## config.mk

```make
export PLATFORM = sky130hd
export DESIGN_NAME = branch_resolve_queue
export DESIGN_NICKNAME = d
export VERILOG_FILES = /design/src/rtl/branch_resolve_queue.sv
export SDC_FILE = /design/constraint.sdc
export NUM_CORES = 1
export LEC_CHECK = 0
export CORE_ASPECT_RATIO = 1.5
export CORE_UTILIZATION = 40
export CTS_CLUSTER_DIAMETER = 60
export DETAILED_ROUTE_END_ITERATION = 8
export GPL_TIMING_DRIVEN = 0
export SYNTH_ARGS = -nofsm -noshare
export SYNTH_HDL_FRONTEND = slang
export SYNTH_SLANG_ARGS = --single-unit
```

## constraint.sdc

```tcl
create_clock -name clk -period 8.8 [get_ports clk]
set_clock_uncertainty 0.05 [all_clocks]
set_input_delay 0.88 -clock clk [delete_from_list [all_inputs] [get_ports clk]]
set_output_delay 0.88 -clock clk [all_outputs]
set_load 0.02 [all_outputs]
```

## src/rtl/branch_resolve_queue.sv

```systemverilog
// -----------------------------------------------------------------------------
// branch_resolve_queue
//
// In-order resolution stage that sits directly behind the global predictor.
// Every prediction (pc, predicted direction, GHR snapshot) is buffered until
// the branch's real outcome arrives. Each resolve then produces one
// registered update record for the predictor's training port. A mispredict
// also discards every younger entry, raises a one-cycle history-repair pulse,
// and sends the control FSM through a single SQUASH cycle.
//
// Ports:
//   clk              rising-edge clock
//   reset            synchronous, active-high reset
//   pred_valid       predictor presents a new prediction
//   pred_ready       queue can accept a prediction (combinational)
//   pred_pc          branch PC of the prediction
//   pred_taken       predicted direction
//   pred_ghr         GHR value used to make the prediction
//   res_valid        actual outcome of the oldest branch is available
//   res_ready        queue can resolve (combinational)
//   res_taken        actual direction of the oldest branch
//   upd_valid        update record valid (one-cycle pulse per resolve)
//   upd_pc           PC of the resolved branch
//   upd_taken        actual direction of the resolved branch
//   upd_ghr          GHR snapshot of the resolved branch
//   upd_mispredict   resolved branch was mispredicted
//   flush_req        history-repair pulse (mispredicts only)
//   flush_ghr        repaired history {upd_ghr[GHR_W-2:0], upd_taken}
//   occupancy        number of live entries
//   mispredict_count saturating count of mispredicted branches
//   resolved_count   saturating count of resolved branches
// -----------------------------------------------------------------------------
module branch_resolve_queue #(
  parameter int PC_W  = 8,
  parameter int GHR_W = 8,
  parameter int DEPTH = 8,
  parameter int CNT_W = 32
) (
  input  logic                       clk,
  input  logic                       reset,
  input  logic                       pred_valid,
  output logic                       pred_ready,
  input  logic [PC_W-1:0]            pred_pc,
  input  logic                       pred_taken,
  input  logic [GHR_W-1:0]           pred_ghr,
  input  logic                       res_valid,
  output logic                       res_ready,
  input  logic                       res_taken,
  output logic                       upd_valid,
  output logic [PC_W-1:0]            upd_pc,
  output logic                       upd_taken,
  output logic [GHR_W-1:0]           upd_ghr,
  output logic                       upd_mispredict,
  output logic                       flush_req,
  output logic [GHR_W-1:0]           flush_ghr,
  output logic [$clog2(DEPTH):0]     occupancy,
  output logic [CNT_W-1:0]           mispredict_count,
  output logic [CNT_W-1:0]           resolved_count
);

  localparam int PTR_W = $clog2(DEPTH);
  localparam int OCC_W = PTR_W + 1;

  localparam logic [PTR_W-1:0] PTR_ONE  = PTR_W'(1);
  localparam logic [OCC_W-1:0] OCC_ONE  = OCC_W'(1);
  localparam logic [OCC_W-1:0] OCC_FULL = OCC_W'(DEPTH);
  localparam logic [CNT_W-1:0] CNT_ONE  = CNT_W'(1);
  localparam logic [CNT_W-1:0] CNT_MAX  = {CNT_W{1'b1}};

  typedef enum logic [0:0] {
    ST_RUN    = 1'b0,
    ST_SQUASH = 1'b1
  } state_t;

  // Control state
  state_t            state_r;
  logic [PTR_W-1:0]  head_r;
  logic [PTR_W-1:0]  tail_r;
  logic [OCC_W-1:0]  occ_r;

  // Entry storage (pointers and occupancy qualify it, so it needs no reset)
  logic [PC_W-1:0]   pc_mem_r    [DEPTH];
  logic              taken_mem_r [DEPTH];
  logic [GHR_W-1:0]  ghr_mem_r   [DEPTH];

  // Registered outputs
  logic              upd_valid_r;
  logic [PC_W-1:0]   upd_pc_r;
  logic              upd_taken_r;
  logic [GHR_W-1:0]  upd_ghr_r;
  logic              upd_mispredict_r;
  logic              flush_req_r;
  logic [GHR_W-1:0]  flush_ghr_r;
  logic [CNT_W-1:0]  mis_cnt_r;
  logic [CNT_W-1:0]  res_cnt_r;

  // Combinational handshake / next-state signals
  logic              pred_ready_s;
  logic              res_ready_s;
  logic              enq_s;
  logic              res_s;
  logic              mispredict_s;
  logic [PC_W-1:0]   head_pc_s;
  logic              head_taken_s;
  logic [GHR_W-1:0]  head_ghr_s;
  logic [PTR_W-1:0]  tail_inc_s;
  logic [PTR_W-1:0]  head_inc_s;
  logic [PTR_W-1:0]  head_nxt_s;
  logic [PTR_W-1:0]  tail_nxt_s;
  logic [OCC_W-1:0]  occ_nxt_s;

  // Ready flags: both held low during SQUASH; full/empty come from occ_r only.
  always_comb begin
    pred_ready_s = 1'b0;
    res_ready_s  = 1'b0;
    case (state_r)
      ST_RUN: begin
        pred_ready_s = (occ_r != OCC_FULL);
        res_ready_s  = (occ_r != {OCC_W{1'b0}});
      end
      ST_SQUASH: begin
        pred_ready_s = 1'b0;
        res_ready_s  = 1'b0;
      end
      default: begin
        pred_ready_s = 1'b0;
        res_ready_s  = 1'b0;
      end
    endcase
  end

  assign enq_s        = pred_valid & pred_ready_s;
  assign res_s        = res_valid & res_ready_s;
  assign head_pc_s    = pc_mem_r[head_r];
  assign head_taken_s = taken_mem_r[head_r];
  assign head_ghr_s   = ghr_mem_r[head_r];
  assign mispredict_s = res_s & (res_taken != head_taken_s);

  // DEPTH is a power of two, so the natural PTR_W-bit wrap is the modulo.
  assign tail_inc_s = enq_s ? (tail_r + PTR_ONE) : tail_r;
  assign head_inc_s = res_s ? (head_r + PTR_ONE) : head_r;

  // Pointer and occupancy next-state; a mispredict empties the queue and
  // also drops a same-cycle enqueue by parking head on the advanced tail.
  always_comb begin
    head_nxt_s = head_r;
    tail_nxt_s = tail_r;
    occ_nxt_s  = occ_r;
    if (mispredict_s) begin
      head_nxt_s = tail_inc_s;
      tail_nxt_s = tail_inc_s;
      occ_nxt_s  = {OCC_W{1'b0}};
    end else begin
      head_nxt_s = head_inc_s;
      tail_nxt_s = tail_inc_s;
      if (enq_s && !res_s) begin
        occ_nxt_s = occ_r + OCC_ONE;
      end else if (!enq_s && res_s) begin
        occ_nxt_s = occ_r - OCC_ONE;
      end else begin
        occ_nxt_s = occ_r;
      end
    end
  end

  // Entry write port at the tail.
  always_ff @(posedge clk) begin
    if (!reset && enq_s) begin
      pc_mem_r[tail_r]    <= pred_pc;
      taken_mem_r[tail_r] <= pred_taken;
      ghr_mem_r[tail_r]   <= pred_ghr;
    end
  end

  // FSM, pointers, update record and statistics counters.
  always_ff @(posedge clk) begin
    if (reset) begin
      state_r          <= ST_RUN;
      head_r           <= {PTR_W{1'b0}};
      tail_r           <= {PTR_W{1'b0}};
      occ_r            <= {OCC_W{1'b0}};
      upd_valid_r      <= 1'b0;
      upd_pc_r         <= {PC_W{1'b0}};
      upd_taken_r      <= 1'b0;
      upd_ghr_r        <= {GHR_W{1'b0}};
      upd_mispredict_r <= 1'b0;
      flush_req_r      <= 1'b0;
      flush_ghr_r      <= {GHR_W{1'b0}};
      mis_cnt_r        <= {CNT_W{1'b0}};
      res_cnt_r        <= {CNT_W{1'b0}};
    end else begin
      case (state_r)
        ST_RUN:    state_r <= mispredict_s ? ST_SQUASH : ST_RUN;
        ST_SQUASH: state_r <= ST_RUN;
        default:   state_r <= ST_RUN;
      endcase

      head_r <= head_nxt_s;
      tail_r <= tail_nxt_s;
      occ_r  <= occ_nxt_s;

      upd_valid_r <= res_s;
      flush_req_r <= mispredict_s;

      // Record fields only change on a resolve and hold otherwise.
      if (res_s) begin
        upd_pc_r         <= head_pc_s;
        upd_taken_r      <= res_taken;
        upd_ghr_r        <= head_ghr_s;
        upd_mispredict_r <= mispredict_s;
        flush_ghr_r      <= {head_ghr_s[GHR_W-2:0], res_taken};
        if (res_cnt_r != CNT_MAX) begin
          res_cnt_r <= res_cnt_r + CNT_ONE;
        end
        if (mispredict_s && (mis_cnt_r != CNT_MAX)) begin
          mis_cnt_r <= mis_cnt_r + CNT_ONE;
        end
      end
    end
  end

  assign pred_ready       = pred_ready_s;
  assign res_ready        = res_ready_s;
  assign upd_valid        = upd_valid_r;
  assign upd_pc           = upd_pc_r;
  assign upd_taken        = upd_taken_r;
  assign upd_ghr          = upd_ghr_r;
  assign upd_mispredict   = upd_mispredict_r;
  assign flush_req        = flush_req_r;
  assign flush_ghr        = flush_ghr_r;
  assign occupancy        = occ_r;
  assign mispredict_count = mis_cnt_r;
  assign resolved_count   = res_cnt_r;

endmodule

```

### After elaboration in Yosys (flattened, before gate mapping)

Memories as Yosys holds them, arrays and structs flattened. A register that Yosys moved wholly into a read port is not among the register bits.
Cells that the tools add are included.

| storage, ports and cells | value |
|---|---|
| word-level logic and storage cells | 57 |
| input port bits | 22 |
| register bits | 95 |
| memories | 3 |
| memory bits (writable) | 136 |

| operators by class | value |
|---|---|
| bitwise logic cells | 4 |
| $add $sub $neg | 6 |
| multiplexer cells | 15 |
| reductions and logical operators | 13 |
| equal/unequal tests | 4 |

Memories:

| memory | depth | bits a word | read ports | clocked after Yosys merged registers in | wr ports | line | text |
|---|---|---|---|---|---|---|---|
| ghr_mem_r | 8 | 8 | 1 | 1 | 1 | 84 | `logic [GHR_W-1:0] ghr_mem_r [DEPTH];` |
| pc_mem_r | 8 | 8 | 1 | 1 | 1 | 82 | `logic [PC_W-1:0] pc_mem_r [DEPTH];` |
| taken_mem_r | 8 | 1 | 1 | 1 | 1 | 83 | `logic taken_mem_r [DEPTH];` |

Operators by type and width:

| kind | count |
|---|---|
| adder 32 x 1 -> 32 bit, second input constant | 2 |
| != test 32 bit, second input constant | 2 |
| 2-to-1 mux 3 bit | 7 |
| 2-to-1 mux 4 bit | 2 |
| adder 3 x 1 -> 3 bit, second input constant | 2 |
| one-hot mux 1 bit (2 select lines) | 3 |
| adder 4 x 1 -> 4 bit, second input constant | 1 |
| logical AND 1 bit | 4 |
| != test 4 bit, second input constant | 1 |
| AND reduction 2 bit | 2 |
| nonzero test 2 bit | 2 |
| nonzero test 4 bit | 1 |
| subtractor 4 x 1 -> 4 bit, second input constant | 1 |
| AND 1 bit | 3 |
| zero test 1 bit | 3 |
| 2-to-1 mux 1 bit | 3 |
| OR reduction 2 bit | 1 |
| != test 1 bit | 1 |
| inverter 1 bit | 1 |

### Longest topological paths before layout

| logic depth | value |
|---|---|
| depth after elaboration | 7 |
| depth in mapped cells | 13 |
| depth with buffers taken out | 12 |

### Worst setup path after synthesis

No wires, ideal clock.

| timing path | value |
|---|---|
| path type | in2reg |
| from | in pred_valid |
| to | mem ghr_mem_r[0][0], enable pin |
| cell stages on the path | 4 |
| path slack | 5.600 ns |
| arrival | 2.737 ns |
| path buffers | 0 |
| cell sequence | nor2b_1 nand2b_1 or3_1 nor3_1 |

| between the ends | value |
|---|---|
| word-level cells in the longest chain between the ends | 4 |

Ends and longest elaborated chain:

| item | line | text |
|---|---|---|
| start, declared | 41 | `input logic pred_valid,` |
| AND 1 bit | 132 | `assign enq_s = pred_valid & pred_ready_s;` |
| logical AND 1 bit | 168 | `if (!reset && enq_s) begin` |
| 2-to-1 mux 1 bit | 168 |  |
| 2-to-1 mux 1 bit (not written as such) | 171 | `ghr_mem_r[tail_r] <= pred_ghr;` |
| end, declared | 84 |  |

Every way passes these cells.

### Worst setup path in the final report

| timing path | value |
|---|---|
| from | reg occ_r[0], in the netlist occupancy[0] |
| to | reg occ_r[3], in the netlist occupancy[3] |

| between the ends | value |
|---|---|
| word-level cells in the longest chain between the ends | 6 |
| elaborated cells between the ends (all ways) | 17 |
| those cells by class | 2 x add/sub; 1 x eq/ne; 4 x mux; 3 x bitwise; 7 x reduce/logical |

Ends and longest elaborated chain:

| item | line | text |
|---|---|---|
| start, declared | 79 | `logic [OCC_W-1:0] occ_r;` |
| start signal, assigned | 181 | `occ_r <= {OCC_W{1'b0}};` |
| start signal, assigned | 200 | `occ_r <= occ_nxt_s;` |
| != test 4 bit / nonzero test 4 bit (equally long branches) | 118, 119 |  |
| one-hot mux 1 bit (2 select lines) | 116 | `case (state_r)` |
| AND 1 bit (on tied branches) | 132, 133 |  |
| zero test 1 bit (on tied branches) | 158, 156 |  |
| logical AND 1 bit (on tied branches) | 158, 156 |  |
| nonzero test 2 bit (no source line) / 2-to-1 mux 4 bit (equally long branches) | n/a |  |

Several ways; a longest one is shown, not always the timed one. The select of a mux whose other input is x is not followed.
A chain may end at the register's enable or synchronous reset.

==> out/qor.csv <==
metric;value;unit
status;finished clean;
Post-DP HPWL;15900;um
largest net degree at the start of global routing;17;
CP Capture Type;flop;
Compound-Gate Fraction of Synth Area;0.0407;
simple logic cell fraction of the synthesized area;0.140;
time the worst path needs with I/O delays and setup;4.10;ns
met3 usage;0.0267;
Final Max Slew Viols;0;
Peak Freq;0.244;GHz
routed wire length per instance;18.6;um
slowest stage delay, CP;0.93;ns
antenna viol nets, final;0;
leakage;3.85;nW
n_diodes;0;
largest family of logic cells by synthesized area;simple AND/OR/NAND/NOR gates;
initial antenna violation count;0;
fraction of layout cells with a size suffix above 1;0.105;
GR Util All Layers;0.189;
htree depth;1;
CP max stage cell;nor4_1;
cell area after layout;12100;um^2
startpoint class of the critical path;flop;
Die Width;128;um
unrepaired setup endpoints after global routing;no;
max-cap check violation count;0;
fillers;2069;
via count;6390;
Synth Register Bits;234;
CTS tree;built;
wirelength, routed;22700;um
later-pin clock latency in the skew report;0.50;ns
CP required;9.11;ns
CTS max path bufs;3;
Layout Nets;919;
Yosys cell types;42;
gr busiest metal;met2;
hold slack;0.439;ns
met2 usage;0.355;
fin crit share;0.466;
vias per inst;5.22;
reg-to-reg setup timing slack;4.70;ns
Post-Syn Instances;737;
R2R depth;13;
internal power;0.00221;W
worst r2r src;occupancy[0];
CP Data Arrival Time;4.41;ns
vias in the first global route;6328;
adder-cell share of the synthesized area;0.0112;
CP Capture Point;occupancy[3];
routability cong.;0.813;
register area share after synthesis;0.631;
grt met1 use;0.220;
Setup CP Type;reg2reg;
Design Power;0.00309;W
Starting Density;0.407;
Port Buffers;118;
DRT Pass-1 Iters;5;
num ports;120;
worst-margin pin slew;1.06;ns
Placeable Area;23600;um^2
WP buf/inv;3;
cell area after synthesis;9590;um^2
setup violators final;0;
global route overflow;0;
synthesis-to-finish area growth;26.5;%
number of setup buffers added after CTS;0;
Worst path depth;13;
syn_area_per_cell;13.0;um^2
hold buffers post-CTS;0;
Ys Warns;0;
Worst Hold Class;reg2reg;
Slew Limit Headroom;0.286;
area post-placement;11300;um^2
clock network fraction of design power;0.333;
pre-CTS WS;4.45;ns
clk sinks;234;
Resized cells post-CTS;0;
Setup crit start;occupancy[0];
multiplexer share of the synthesized area;0.102;
Clk pin slew, worst setup/hold paths;0.07;ns
Post-Synth XOR/XNOR Area;0.0493;
maximum fanout along the worst path;10;
worst-path cell chain;nor4_1, nor2_1, inv_1, buf_1, ha_1, inv_1, ha_1, a21o_1, a21oi_1, xnor2_1, nor2_1, xnor2_1, nor3_1;
Reg power frac;0.417;
Synthesized Nets;767;
CP top delay family;simple AND/OR/NAND/NOR gates;
final hold vios;0;
first-pass GRT wire length;35400;um
power per cell area;254;nW/um^2
TritonCTS Buffers;22;
clock root buffer;clkbuf_16;
Comb power frac;0.250;
setup TNS;0;ns
Core Rows;69;
Die Y;192;um
DRC viols;0;
Switching Share;0.284;
worst setup margin;4.70;ns
NetSw;0.000877;W
Starting DRT DRC Count;286;
maximum vdd drop;0.141;mV
reg2reg end;occupancy[3];
DIE AREA;24600;um^2
stage by stage:
stage,utilization,cells
6_report,0.515,1224
5_1_grt,0.515,1224
4_1_cts,0.515,1224
3_5_place_dp,0.481,1184
3_3_place_gp,0.474,1174
2_1_floorplan,-,737
layout by cell type, fill, tap and decap left out, types with 17 or more instances in the layout:
cell type	netlist	routed
edfxtp_1	136	136
clkdlybuf4s50_1	0	118
dfxtp_1	98	98
nor2_1	89	83
xnor2_1	36	36
clkbuf_1	30	33
mux4_2	32	32
nand2_1	28	28
nor3_1	29	27
nand4_1	26	26
nand3_1	25	25
mux2i_1	23	23
clkbuf_16	0	23
a21oi_1	22	22
xor2_1	18	18
or3_1	18	18
a211oi_1	17	17
per-layer routing:
metal | routed length [um] | part of all wire
met1 | 9040 | 0.40
met2 | 12200 | 0.54
met3 | 949 | 0.042
met4 | 492 | 0.022
met5 | 0 | 0
worst min-delay path, stage by stage (launching register included):
cell,delay [ns]
dfxtp_1,0.33
nand2_1,0.06
a21oi_1,0.05
how the worst min path moves through the flow:
stage,startpoint,end,slack (ns),depth (start not counted)
finish,flush_ghr[0],flush_ghr[0],0.44,2
global route,flush_ghr[0],flush_ghr[0],0.47,2
CTS,flush_ghr[0],flush_ghr[0],0.45,2
detailed placement,flush_ghr[0],flush_ghr[0],0.44,2
global placement,flush_ghr[0],flush_ghr[0],0.43,2
floorplan,flush_ghr[0],flush_ghr[0],0.50,2
layout make-up:
cell class,instances,area [um^2],area share
Buffer,45,209,0.0172
Clock buffer,27,601,0.0495
Clock inverter,13,191,0.0158
Inverter,12,45.0,0.00371
Multi-Input combinational cell,446,3310,0.273
Sequential cell,234,6050,0.498
Tap cell,319,399,0.0329
Timing Repair Buffer,128,1330,0.110
power groups by stage:
| stage | registers, W | logic, W | clock network [W] |
|---|---|---|---|
| global route | 0.00130 | 0.000840 | 0.00109 |
| floorplan | 0.00135 | 0.000444 | 0 |
| CTS | 0.00129 | 0.000787 | 0.00105 |
| finish | 0.00129 | 0.000772 | 0.00103 |
| global placement | 0.00131 | 0.000767 | 0 |
| detailed placement | 0.00131 | 0.000784 | 0 |
kinds of logic after synthesis:
family / after synthesis
AOI/OAI and AO/OA: 63
xor gates and xnor gates: 54
adders and majority gates: 8
buffers and inverters: 57
DFF: 234
muxes: 56
and+or+nand+nor: 265
flip-flops by register name, summed over array words and instances (netlist names), named ones only:
signal            count
flush_ghr             1
flush_req             1
ghr_mem_r            64
head_r                3
mispredict_count     32
occupancy             4
pc_mem_r             64
resolved_count       32
state_r               1
tail_r                3
taken_mem_r           8
upd_ghr               8
upd_mispredict        1
upd_pc                8
upd_valid             1
Yosys cell counts:
| cell type | number | area (um^2) |
|---|---|---|
| nand2_1 | 28 | 105 |
| or4_1 | 5 | 37.5 |
| xor2_1 | 18 | 158 |
| a311oi_1 | 2 | 17.5 |
| buf_6 | 1 | 11.3 |
| and3b_1 | 1 | 8.76 |
| a21oi_1 | 22 | 110 |
| inv_1 | 12 | 45.0 |
| and3_1 | 10 | 62.6 |
| nor2_1 | 89 | 334 |
| buf_2 | 2 | 10.0 |
| o31ai_1 | 4 | 30.0 |
| nor3_1 | 29 | 145 |
| and4_1 | 9 | 78.8 |
| o21ai_0 | 12 | 60.1 |
| buf_4 | 8 | 60.1 |
| xnor2_1 | 36 | 315 |
| or4b_2 | 1 | 10.0 |
| mux4_1 | 1 | 26.3 |
| mux4_2 | 32 | 721 |
| nor2b_1 | 2 | 12.5 |
| o311ai_1 | 1 | 8.76 |
| mux2i_1 | 23 | 230 |
| o211ai_1 | 2 | 15.0 |
| nor4_1 | 11 | 68.8 |
| a31oi_1 | 1 | 6.26 |
| or3_1 | 18 | 113 |
| or2_2 | 1 | 6.26 |
| nand3_1 | 25 | 125 |
| a211oi_1 | 17 | 128 |
| fa_1 | 1 | 20.0 |
| nor4b_1 | 2 | 17.5 |
| dfxtp_1 | 98 | 1960 |
| nor3b_1 | 2 | 15.0 |
| clkbuf_1 | 30 | 113 |
| nand2b_1 | 5 | 31.3 |
| a21o_1 | 2 | 15.0 |
| buf_1 | 4 | 15.0 |
| ha_1 | 7 | 87.6 |
| edfxtp_1 | 136 | 4080 |
| nand4_1 | 26 | 163 |
| and2_1 | 1 | 6.26 |
(Power assumes the default switching activity.)
